===== src/rtl/flit_arbiter.sv =====
// Round-robin N:1 flit arbiter with a registered output stage, feeding flit_queue.
// Optional per-input grant counters are enabled with the FLIT_ARBITER_STATS_EN macro.

package types;

    typedef struct packed {
        logic [7:0] src_id;
        logic [7:0] dst_id;
        logic [7:0] seq;
    } flit_header_t;

    typedef struct packed {
        flit_header_t header;
        logic [31:0]  payload;
    } flit_t;

endpackage

module flit_arbiter #(
    parameter int NUM_INPUTS = 4
) (
    input  logic                             clk,
    input  logic                             rst_n,
    input  types::flit_t [NUM_INPUTS-1:0]    in_flit,
    input  logic         [NUM_INPUTS-1:0]    in_flit_valid,
    output logic         [NUM_INPUTS-1:0]    in_flit_ready,
    output types::flit_t                     out_flit,
    output logic                             out_flit_valid,
    input  logic                             out_flit_ready
`ifdef FLIT_ARBITER_STATS_EN
    ,
    output logic         [NUM_INPUTS-1:0][15:0] grant_count
`endif
);

    localparam int PTR_W    = (NUM_INPUTS > 1) ? $clog2(NUM_INPUTS) : 1;
    localparam int PAD_N    = 1 << PTR_W;

    logic [PTR_W-1:0]             rr_ptr;
    logic [PTR_W-1:0]             grant_idx;
    logic                         grant_found;
    logic                         load_en;
    logic [PAD_N-1:0]             valid_pad;
    types::flit_t [PAD_N-1:0]     flit_pad;
    logic [PTR_W:0]               cand;

    assign load_en = !out_flit_valid || out_flit_ready;

    // Inputs are padded to a power-of-two count so the pointer indexes them at exact width.
    always_comb begin
        // NOTE: every always_comb output gets a default first so no path can infer a latch.
        valid_pad = '0;
        flit_pad  = '0;
        for (int i = 0; i < NUM_INPUTS; i++) begin
            valid_pad[i] = in_flit_valid[i];
            flit_pad[i]  = in_flit[i];
        end
    end

    always_comb begin
        grant_found = 1'b0;
        grant_idx   = '0;
        cand        = '0;
        for (int k = 0; k < NUM_INPUTS; k++) begin
            cand = {1'b0, rr_ptr} + (PTR_W+1)'(k);
            if (cand >= (PTR_W+1)'(NUM_INPUTS))
                cand = cand - (PTR_W+1)'(NUM_INPUTS);
            if (!grant_found && valid_pad[cand[PTR_W-1:0]]) begin
                grant_found = 1'b1;
                grant_idx   = cand[PTR_W-1:0];
            end
        end
    end

    // Gated by rst_n so no input sees an accept while the block is held in reset.
    assign in_flit_ready = (rst_n && load_en && grant_found)
                         ? (NUM_INPUTS'(1) << grant_idx) : '0;

    always_ff @(posedge clk or negedge rst_n) begin
        if (!rst_n) begin
            out_flit       <= '0;
            out_flit_valid <= 1'b0;
            rr_ptr         <= '0;
        end else if (load_en) begin
            // NOTE: sequential state uses non-blocking assignments so every register samples pre-edge values.
            if (grant_found) begin
                out_flit       <= flit_pad[grant_idx];
                out_flit_valid <= 1'b1;
                rr_ptr         <= (grant_idx == PTR_W'(NUM_INPUTS - 1)) ? '0
                                                                        : grant_idx + PTR_W'(1);
            end else begin
                out_flit_valid <= 1'b0;
            end
        end
    end

`ifdef FLIT_ARBITER_STATS_EN
    // Saturating counters; observation only, never fed back into arbitration.
    always_ff @(posedge clk or negedge rst_n) begin
        if (!rst_n) begin
            grant_count <= '0;
        end else begin
            for (int i = 0; i < NUM_INPUTS; i++) begin
                if (in_flit_valid[i] && in_flit_ready[i] && grant_count[i] != 16'hFFFF)
                    grant_count[i] <= grant_count[i] + 16'd1;
            end
        end
    end
`endif

endmodule

===== config.mk =====
export PLATFORM = sky130hd
export DESIGN_NAME = flit_arbiter
export DESIGN_NICKNAME = d
export VERILOG_FILES = /design/src/rtl/flit_arbiter.sv
export SDC_FILE = /design/constraint.sdc
export NUM_CORES = 1
export LEC_CHECK = 0
export ABC_CLOCK_PERIOD_IN_PS = 2380
export CAP_MARGIN = 20
export CORE_AREA = 2 2 114 116
export CTS_BUF_LIST = sky130_fd_sc_hd__clkbuf_2
export DETAILED_ROUTE_END_ITERATION = 16
export DIE_AREA = 0 0 116 118
export GPL_TIMING_DRIVEN = 0
export PLACE_DENSITY = 0.72
export SETUP_SLACK_MARGIN = 0.1
export SKIP_LAST_GASP = 1
export SLEW_MARGIN = 20
export SYNTH_ARGS = -nofsm -noshare
export SYNTH_HDL_FRONTEND = slang
export SYNTH_SLANG_ARGS = --single-unit

===== constraint.sdc =====
create_clock -name clk -period 2.38 [get_ports clk]
set_input_delay 0.238 -clock clk [delete_from_list [all_inputs] [get_ports clk]]
set_output_delay 0.238 -clock clk [all_outputs]
set_load 0.02 [all_outputs]

Word level (Yosys, flattened, before mapping)
Cells that the tools add are included.
{"block": "totals", "register_bits": 59, "inputBits": 231}
{"block": "op_classes", "add_sub_neg": 8, "reduce_logical": 11, "n_mux": 25, "n_eq_ne": 1, "shifts": 1, "magnitude_cmp": 9}
{"cell": "$bmux W56 S2", "n": 1}
{"cell": "$mux W56", "n": 1}
{"cell": "$mux W2", "n": 9}
{"cell": "$lt A2 B3 Y1 const B", "n": 5}
{"cell": "$ge A3 B3 Y1 const B", "n": 3}
{"cell": "$mux W1", "n": 9}
{"cell": "$bmux W1 S2", "n": 4}
{"cell": "$sub A2 B1 Y2 const B", "n": 4}
{"cell": "$add A2 B2 Y3 const B", "n": 2}
{"cell": "$logic_and A1 B1 Y1", "n": 5}
{"cell": "$logic_not A1 Y1", "n": 4}
{"cell": "$mux W4", "n": 1}
{"cell": "$shl A1 B2 Y4 const A", "n": 1}
{"cell": "$add A2 B1 Y3 const B", "n": 1}
{"cell": "$ge A2 B3 Y1 const B", "n": 1}
{"cell": "$add A2 B1 Y2 const B", "n": 1}
{"cell": "$eq A2 B2 Y1 const B", "n": 1}
{"cell": "$reduce_and A2 Y1", "n": 1}
{"cell": "$logic_or A1 B1 Y1", "n": 1}

Longest topological paths before layout
Gate-level depths: netlist (run 1).
{"block": "depth", "ltp_word": 16, "ltp_mapped": 10, "ltp_nobuf": 7}

Worst setup path before layout (run 1)
No wires, ideal clock.
{"block": "synth_timing", "path_kind": "reg2out", "startpoint": "register out_flit_valid", "endpoint": "output in_flit_ready[1]", "setup_slack_ps": 195, "arrival_time_ps": 1947, "t_required_ps": 2142, "path_stages_with_launch": 5, "path_cell_list": "dfrtp_1 -> nor2b_1 -> nor2_2 -> nand2_1 -> a2111oi_0"}
{"block": "synth_between", "elab_chain_cells": 5}
{"element": "start, declared", "line": "28", "text": "output logic out_flit_valid,"}
{"element": "start signal, assigned", "line": "82", "text": "out_flit_valid <= 1'b0;"}
{"element": "start signal, assigned", "line": "88", "text": "out_flit_valid <= 1'b1;"}
{"element": "start signal, assigned", "line": "92", "text": "out_flit_valid <= 1'b0;"}
{"element": "$logic_not A1 Y1", "line": "47", "text": "assign load_en = !out_flit_valid || out_flit_ready;"}
{"element": "$logic_or A1 B1 Y1", "line": "47"}
{"element": "$logic_and A1 B1 Y1 (2 in a row)", "line": "76", "text": "assign in_flit_ready = (rst_n && load_en && grant_found)"}
{"element": "$mux W4", "line": "77", "text": "? (NUM_INPUTS'(1) << grant_idx) : '0;"}
{"element": "end, declared", "line": "26", "text": "output logic [NUM_INPUTS-1:0] in_flit_ready,"}
Every way passes these cells.

Worst setup path in the final report (run 1)
{"block": "layout_timing", "startpoint": "register rr_ptr[0]", "endpoint": "output in_flit_ready[2]"}
{"block": "layout_between", "elab_chain_cells": 16, "word_cells_on_any_way": 40, "cone_classes": "add/sub: 7; order compare: 4; shift: 1; mux: 21; reduce/logical: 7"}
{"element": "start, declared", "line": "39", "text": "logic [PTR_W-1:0] rr_ptr;"}
{"element": "start signal, assigned", "line": "89", "text": "rr_ptr <= (grant_idx == PTR_W'(NUM_INPUTS - 1)) ? '0"}
{"element": "branches (longest 15 deep; another with $add A2 B1 Y3)"}
{"element": "$mux W4 *", "line": "77"}
Mark *: on every way between the ends. The select of a mux whose other input is x is not followed.

==> results.md, run 1 <==
- Status: finished clean
- Initial Utilization: 0.303
- Post-Layout Cell Count: 837
- GRT overflow: 0
- # diodes: 0
- # fillers: 1103
- Top cells by area, synth: dfrtp_1 (39%), mux2i_1 (30%), o221ai_1 (13%)
- Ys async rst share: 1.00
- H-tree levels: 3
- Syn. warnings: 0
- Crit. End Element: primary output
- CP most frequent cell: buf_12
- WL final: 15.6 mm
- Layout cells sized above 1: 0.113
- Final hold vios: 0
- Power Density: 829 mW/mm²
- Slew Limit Fails: 0
- CTS tree: built
- Largest area contributor in the netlist: dfrtp_1
- Pin count of the biggest net entering global routing: 34
- Syn Area/Cell: 10.8 µm²
- P&R area growth vs syn: 91.9%
- Final setup vio count: 0
- Actual slew at the worst max-slew pin: 571 ps
- Worst Path Arrival: 2120 ps
- Vias/cell: 4.89
- Clk_lat worst skew: 490 ps
- Initial antenna violation count: 0
- Design area: 0.00722 mm²
- Combined flip-flop and latch cell area: 0.00148 mm²
- Placeable Area: 0.0124 mm²
- Initial drt markers: 154
- PnR worst setup slack: 18.3 ps
- Dpl hpwl: 12.3 mm
- WHS: 224 ps
- Max VDD drop: 0.000382 V
- Mapped cell area: 0.00376 mm²
- Synth top area share: 0.392
- Top FF cell, synth: dfrtp_1
- Gr usage total: 0.219
- Footprint of the multi-input gates: 0.00213 mm²
- EDFF count, synth: 0
- Port-buffer cells: 291
- TritonRoute pass-1 iters: 4
- Final Wtd Congestion: 0.817
- Clock skew: 32.9 ps
- Nets: 894
- Final min period: 2360 ps
- Number of synthesized register bits: 59
- Placed Cells incl. Taps: 813
- Register clock-pin slew on the reported worst setup and hold paths: 210 ps
- Max_cap viols: 0
- Die area: 0.0137 mm²
- Chip width: 116 µm
- Sequential area share after synthesis: 0.392
- Mean routed wirelength per cell: 18.7 µm
- Sink Count: 59
- First-pass GRT wire length: 23.3 mm
- Unrepaired setup endpoints after global routing: yes
- Drt drc: 0
- TNS Setup: 0 ps
- Fmax: 0.423 GHz
- Row cnt: 41
- Die height: 118 µm
- Clk buf depth: 2
- Rel. slew slack: 0.616
- Fin crit share: 0.992
- Place WS: -567 ps
- Most common cell in the netlist: mux2i_1
- Worst-path cell chain: nor2b_4 > nor2_2 > o221ai_2 > buf_4 > buf_12 > buf_12 > ha_2 > and3_4 > buf_6
- Post-Syn Nets: 583
- Vias: 4092
- Post-synth cell types: 27
- Hold Path Class: input pin to async pin
- Worst path slowest cell: dfrtp_2
- TritonCTS buffer count: 9
- Critical Path RT: 2140 ps
- Kind of start point of the critical path: register
- Pleak: 0.00314 µW
- Slowest stage delay, CP: 470 ps
- Placed Instance Area: 0.00691 mm²
- Synth cell count leaders: mux2i_1 (112), nand2_1 (62), dfrtp_1 (59), o221ai_1 (57), buf_2 (12)
- Post-DRT Antenna Nets: 0
- Root Buffer: clkbuf_2
- Vias in the first global route: 4469
- IO Count: 292
- Mapped Cells: 349
- WS Path Type: register to primary output
- CP max FO: 4
-- sequential cells by signal (all words and copies together), names as in the netlist --
name and flops:
out_flit_valid 1, out_flit 56, rr_ptr 2
-- layer usage --
metal / track usage / routed length (µm)
met5: 0 / 0
met1: 0.244 / 5970
met3: 0.0530 / 1190
met2: 0.406 / 8200
met4: 0.0625 / 272
-- placed cells by master (no fill, tap or decap), types with 2 or more instances in the layout --
cell type        Yosys  layout
and3_4               0       2
buf_12               0       3
buf_2               12      12
buf_4                3      10
buf_6               11      13
clkbuf_1             4       4
clkbuf_2             0      10
clkdlybuf4s50_1      0     286
clkinv_2             1       4
dfrtp_1             59      57
dfrtp_2              0       2
ha_2                 0       2
mux2i_1            112     112
nand2_1             62      62
nor2_1               4       3
nor2b_1              4       3
nor2b_4              0       2
o221ai_1            57      56
-- critical path, delay by kind of cell, from the launching register on --
family	cells	cell delay [ps]
and+or+nand+nor	3	380
adders and majority gates	1	170
AOI/OAI and AO/OA	1	110
buffers and inverters	4	520
DFF	1	470
-- area by class of cell --
| cell class | count | area share |
|---|---|---|
| buffer | 31 | 0.0346 |
| clock buffer | 10 | 0.00693 |
| clock inverter | 6 | 0.00779 |
| inverter | 2 | 0.00225 |
| multi-input combinational | 257 | 0.294 |
| sequential | 59 | 0.205 |
| tap | 172 | 0.0298 |
| timing repair buffer | 300 | 0.420 |
-- kinds of logic (layout without fill, tap and decap cells) --
group	count (synthesis)	count (layout)	share of synthesized area
buf+inv	33	349	0.0651
compound gates	63	63	0.147
simple gates	79	79	0.0881
flops	59	59	0.392
fa+ha+maj	3	3	0.00997
mux	112	112	0.298
-- path summary, 6_finish.rpt --
| check | to | cells after the start | slack, ps | startpoint |
|---|---|---|---|---|
| worst max-delay path | in_flit_ready[2] | 9 | 20 | rr_ptr[0]$_DFFE_PN0P_ |
| worst min-delay path | out_flit[12]$_DFFE_PN0P_ | 3 | 220 | rst_n |
| worst max register to register | out_flit[13]$_DFFE_PN0P_ | 9 | 320 | rr_ptr[0]$_DFFE_PN0P_ |
| worst min register to register | out_flit[42]$_DFFE_PN0P_ | 2 | 510 | out_flit[42]$_DFFE_PN0P_ |
| max in group asynchronous | out_flit[41]$_DFFE_PN0P_ | 4 | 1750 | rst_n |
| min in group clk | out_flit[7]$_DFFE_PN0P_ | 3 | 400 | in_flit[63] |
-- what timing repair did --
action,in CTS,in global routing
hold buffers,2,0
pin swaps,2,5
buffers inserted,4,1
cloned,0,1
resized for setup,39,11
hold endpoints to repair,36,0
setup endpoints to repair,4,4
-- power breakdown --
group          switching, µW  total [µW]  internal [µW]
registers                231        1630           1400
logic                   1800        3720           1920
clock network            400         639            238
total                   2430        5990           3550
-- through the flow --
stage / utilization / power [µW]
4_1_cts: 0.575 / 5990
6_report: 0.582 / 5990
2_1_floorplan: - / 3590
3_3_place_gp: 0.555 / 5170
3_5_place_dp: 0.557 / 5250
5_1_grt: 0.582 / 6360
No activity file was read; power rests on OpenSTA's default activity.
==> run 2: changes to the inputs <==
- PLACE_DENSITY: 0.72 -> default
- PLACE_DENSITY_LB_ADDON: default -> 0.25
==> run 2 against run 1 <==
The flow now finishes with violations (setup timing). Register-to-register slack hardly changed. Global-route usage is 0.44 points lower. Sequential share of layout area is 0.17 points higher. Hold slack worse by 1.4 ps. First-iteration DRC count is 14% lower. Via count is 0.42% higher.
==> results.md, run 2 (synthesis gave the netlist of run 1 again) <==
- Unrepaired setup endpoints after global routing: yes (unchanged)
- Register clock-pin slew on the reported worst setup and hold paths: 180 ps (was 210 ps)
- Final min period: 2400 ps (was 2360 ps)
- Max_cap viols: 0 (unchanged)
- R2R depth: 8 (was 9)
- Rel. slew slack: 0.563 (was 0.616)
- Pleak: 0.00311 µW (was 0.00314 µW)
- Commonest non-fill, non-tap cells in the layout: clkdlybuf4s50_1 (286), mux2i_1 (112), nand2_1 (62) (unchanged)
- Root Buffer: clkbuf_2 (unchanged)
- Chip width: 116 µm (unchanged)
- Largest regs: out_flit: 56 flops, rr_ptr: 2 flops, out_flit_valid: 1 flops (unchanged)
- Row cnt: 41 (unchanged)
- Initial Utilization: 0.303 (unchanged)
- Hold Path Class: input pin to async pin (unchanged)
- TritonRoute pass-1 iters: 4 (unchanged)
- Gr usage total: 0.215 (was 0.219)
- M1 GR Usage: 0.237 (was 0.244)
- Vias/cell: 4.93 (was 4.89)
- Design Power: 5940 µW (was 5990 µW)
- Global routing's busiest layer: met2 (unchanged)
- Clk_lat worst skew: 510 ps (was 490 ps)
- Die height: 118 µm (unchanged)
- Critical Path RT: 2140 ps (about the same)
- # diodes: 0 (unchanged)
- WL final: 14.8 mm (was 15.6 mm)
- Layout cells sized above 1: 0.107 (was 0.113)
- CTS tree: built (unchanged)
- Actual slew at the worst max-slew pin: 649 ps (was 571 ps)
- Power Density: 829 mW/mm² (about the same)
- Dpl hpwl: 11.8 mm (was 12.3 mm)
- Final hold vios: 0 (unchanged)
- PnR worst setup slack: -15.9 ps (was 18.3 ps)
- Mean routed wirelength per cell: 17.7 µm (was 18.7 µm)
- FF-to-FF setup slack: 320 ps (about the same)
- Port-buffer cells: 291 (unchanged)
- Final Wtd Congestion: 0.808 (was 0.817)
- IO Count: 292 (unchanged)
- Initial drt markers: 133 (was 154)
- Worst Path Arrival: 2160 ps (was 2120 ps)
- Commonest non-fill, non-tap cell in the layout: clkdlybuf4s50_1 (unchanged)
- Met2 Resource Use GR: 0.396 (was 0.406)
- Kind of start point of the critical path: register (unchanged)
- Status: finished with violations (was finished clean)
- CP max FO: 4 (unchanged)
- Crit. End Element: primary output (unchanged)
- Vias: 4109 (was 4092)
- TritonCTS buffer count: 9 (unchanged)
- Die area: 0.0137 mm² (unchanged)
- Met3 usage: 0.0582 (was 0.0530)
- Fmax: 0.417 GHz (was 0.423 GHz)
- Clock skew: 22.2 ps (was 32.9 ps)
- Clk buf depth: 2 (unchanged)
- Max VDD drop: 0.000432 V (was 0.000382 V)
- WS Path Type: register to primary output (unchanged)
- Design area: 0.00716 mm² (was 0.00722 mm²)
- Fin crit share: 1.01 (was 0.992)
- Nets: 891 (was 894)
- Placed Instance Area: 0.00691 mm² (unchanged)
- Register with the most flip-flops: out_flit (unchanged)
- H-tree levels: 3 (unchanged)
- First-pass GRT wire length: 22.8 mm (was 23.3 mm)
- Max reg flops: 56 (unchanged)
- Post-DRT Antenna Nets: 0 (unchanged)
- Initial antenna violation count: 0 (unchanged)
- Slew Limit Fails: 0 (unchanged)
- Placeable Area: 0.0124 mm² (unchanged)
- Pin count of the biggest net entering global routing: 35 (was 34)
- Failing checks: setup timing
- P&R area growth vs syn: 90.3% (was 91.9%)
- Vias in the first global route: 4361 (was 4469)
- Final setup vio count: 2 (was 0)
- Drt drc: 0 (unchanged)
- GRT overflow: 0 (unchanged)
- Sink Count: 59 (unchanged)
==> run 2: what timing repair did <==
item                                    4_1_cts  5_1_grt
endpoints found under the setup margin        4        4
hold buffers                                  1        0
cloned                                        0        0
pin swaps                                     3        3
endpoints found under the hold margin        59        0
resized for setup                            43        4
buffers inserted                              4        0
==> run 2: worst paths after layout <==
| path | start | end |
|---|---|---|
| max in group asynchronous | rst_n | out_flit[53]$_DFFE_PN0P_ |
| setup reg to reg | rr_ptr[0]$_DFFE_PN0P_ | out_flit[25]$_DFFE_PN0P_ |
| setup / recovery | rr_ptr[0]$_DFFE_PN0P_ | in_flit_ready[3] |
| min in group clk | in_flit[108] | out_flit[52]$_DFFE_PN0P_ |
| hold / removal | rst_n | out_flit[51]$_DFFE_PN0P_ |
| hold reg to reg | out_flit[23]$_DFFE_PN0P_ | out_flit[23]$_DFFE_PN0P_ |
==> run 2: area by class of cell <==
cell class	instances	area, µm²
Inverter	2	13.8
Clock buffer	10	50.0
Multi-Input combinational cell	257	2130
Sequential cell	59	1480
Tap cell	172	215
Timing Repair Buffer	297	2970
Clock inverter	6	56.3
Fill cell	1088	5250
Buffer	31	250
==> run 2: critical path, cell delays in order (launching register included) <==
cell,delay [ps]
dfrtp_2,480
nor2b_2,80
o21ai_2,130
o221ai_1,120
buf_4,160
buf_12,120
buf_12,130
inv_6,50
ha_4,110
and3_4,170
buf_6,110
==> run 2: where the power goes <==
| part | total [µW] | internal [µW] | switching, µW |
|---|---|---|---|
| Sequential | 1630 | 1400 | 237 |
| Clock | 626 | 238 | 388 |
| Combinational | 3680 | 1910 | 1770 |
| Total | 5940 | 3540 | 2400 |
==> run 2: per-stage QoR <==
| step | hold slack [ps] | worst slack (ps) | std cells | utilization | TNS (ps) |
|---|---|---|---|---|---|
| global route | 180 | -141 | 834 | 0.577 | -385 |
| global placement | 468 | -1990 | 812 | 0.555 | -67770 |
| CTS | 162 | -105 | 834 | 0.576 | -287 |
| finish | 222 | -15.9 | 834 | 0.577 | -24.6 |
| floorplan | -57.6 | 195 | 349 | - | 0 |
| detailed placement | 192 | -538 | 813 | 0.557 | -3470 |
==> run 2: routing by layer <==
layer / routed length [µm] / share of wire
met5: 0 / 0
met4: 245 / 0.017
met3: 1290 / 0.087
met2: 7720 / 0.52
met1: 5530 / 0.37
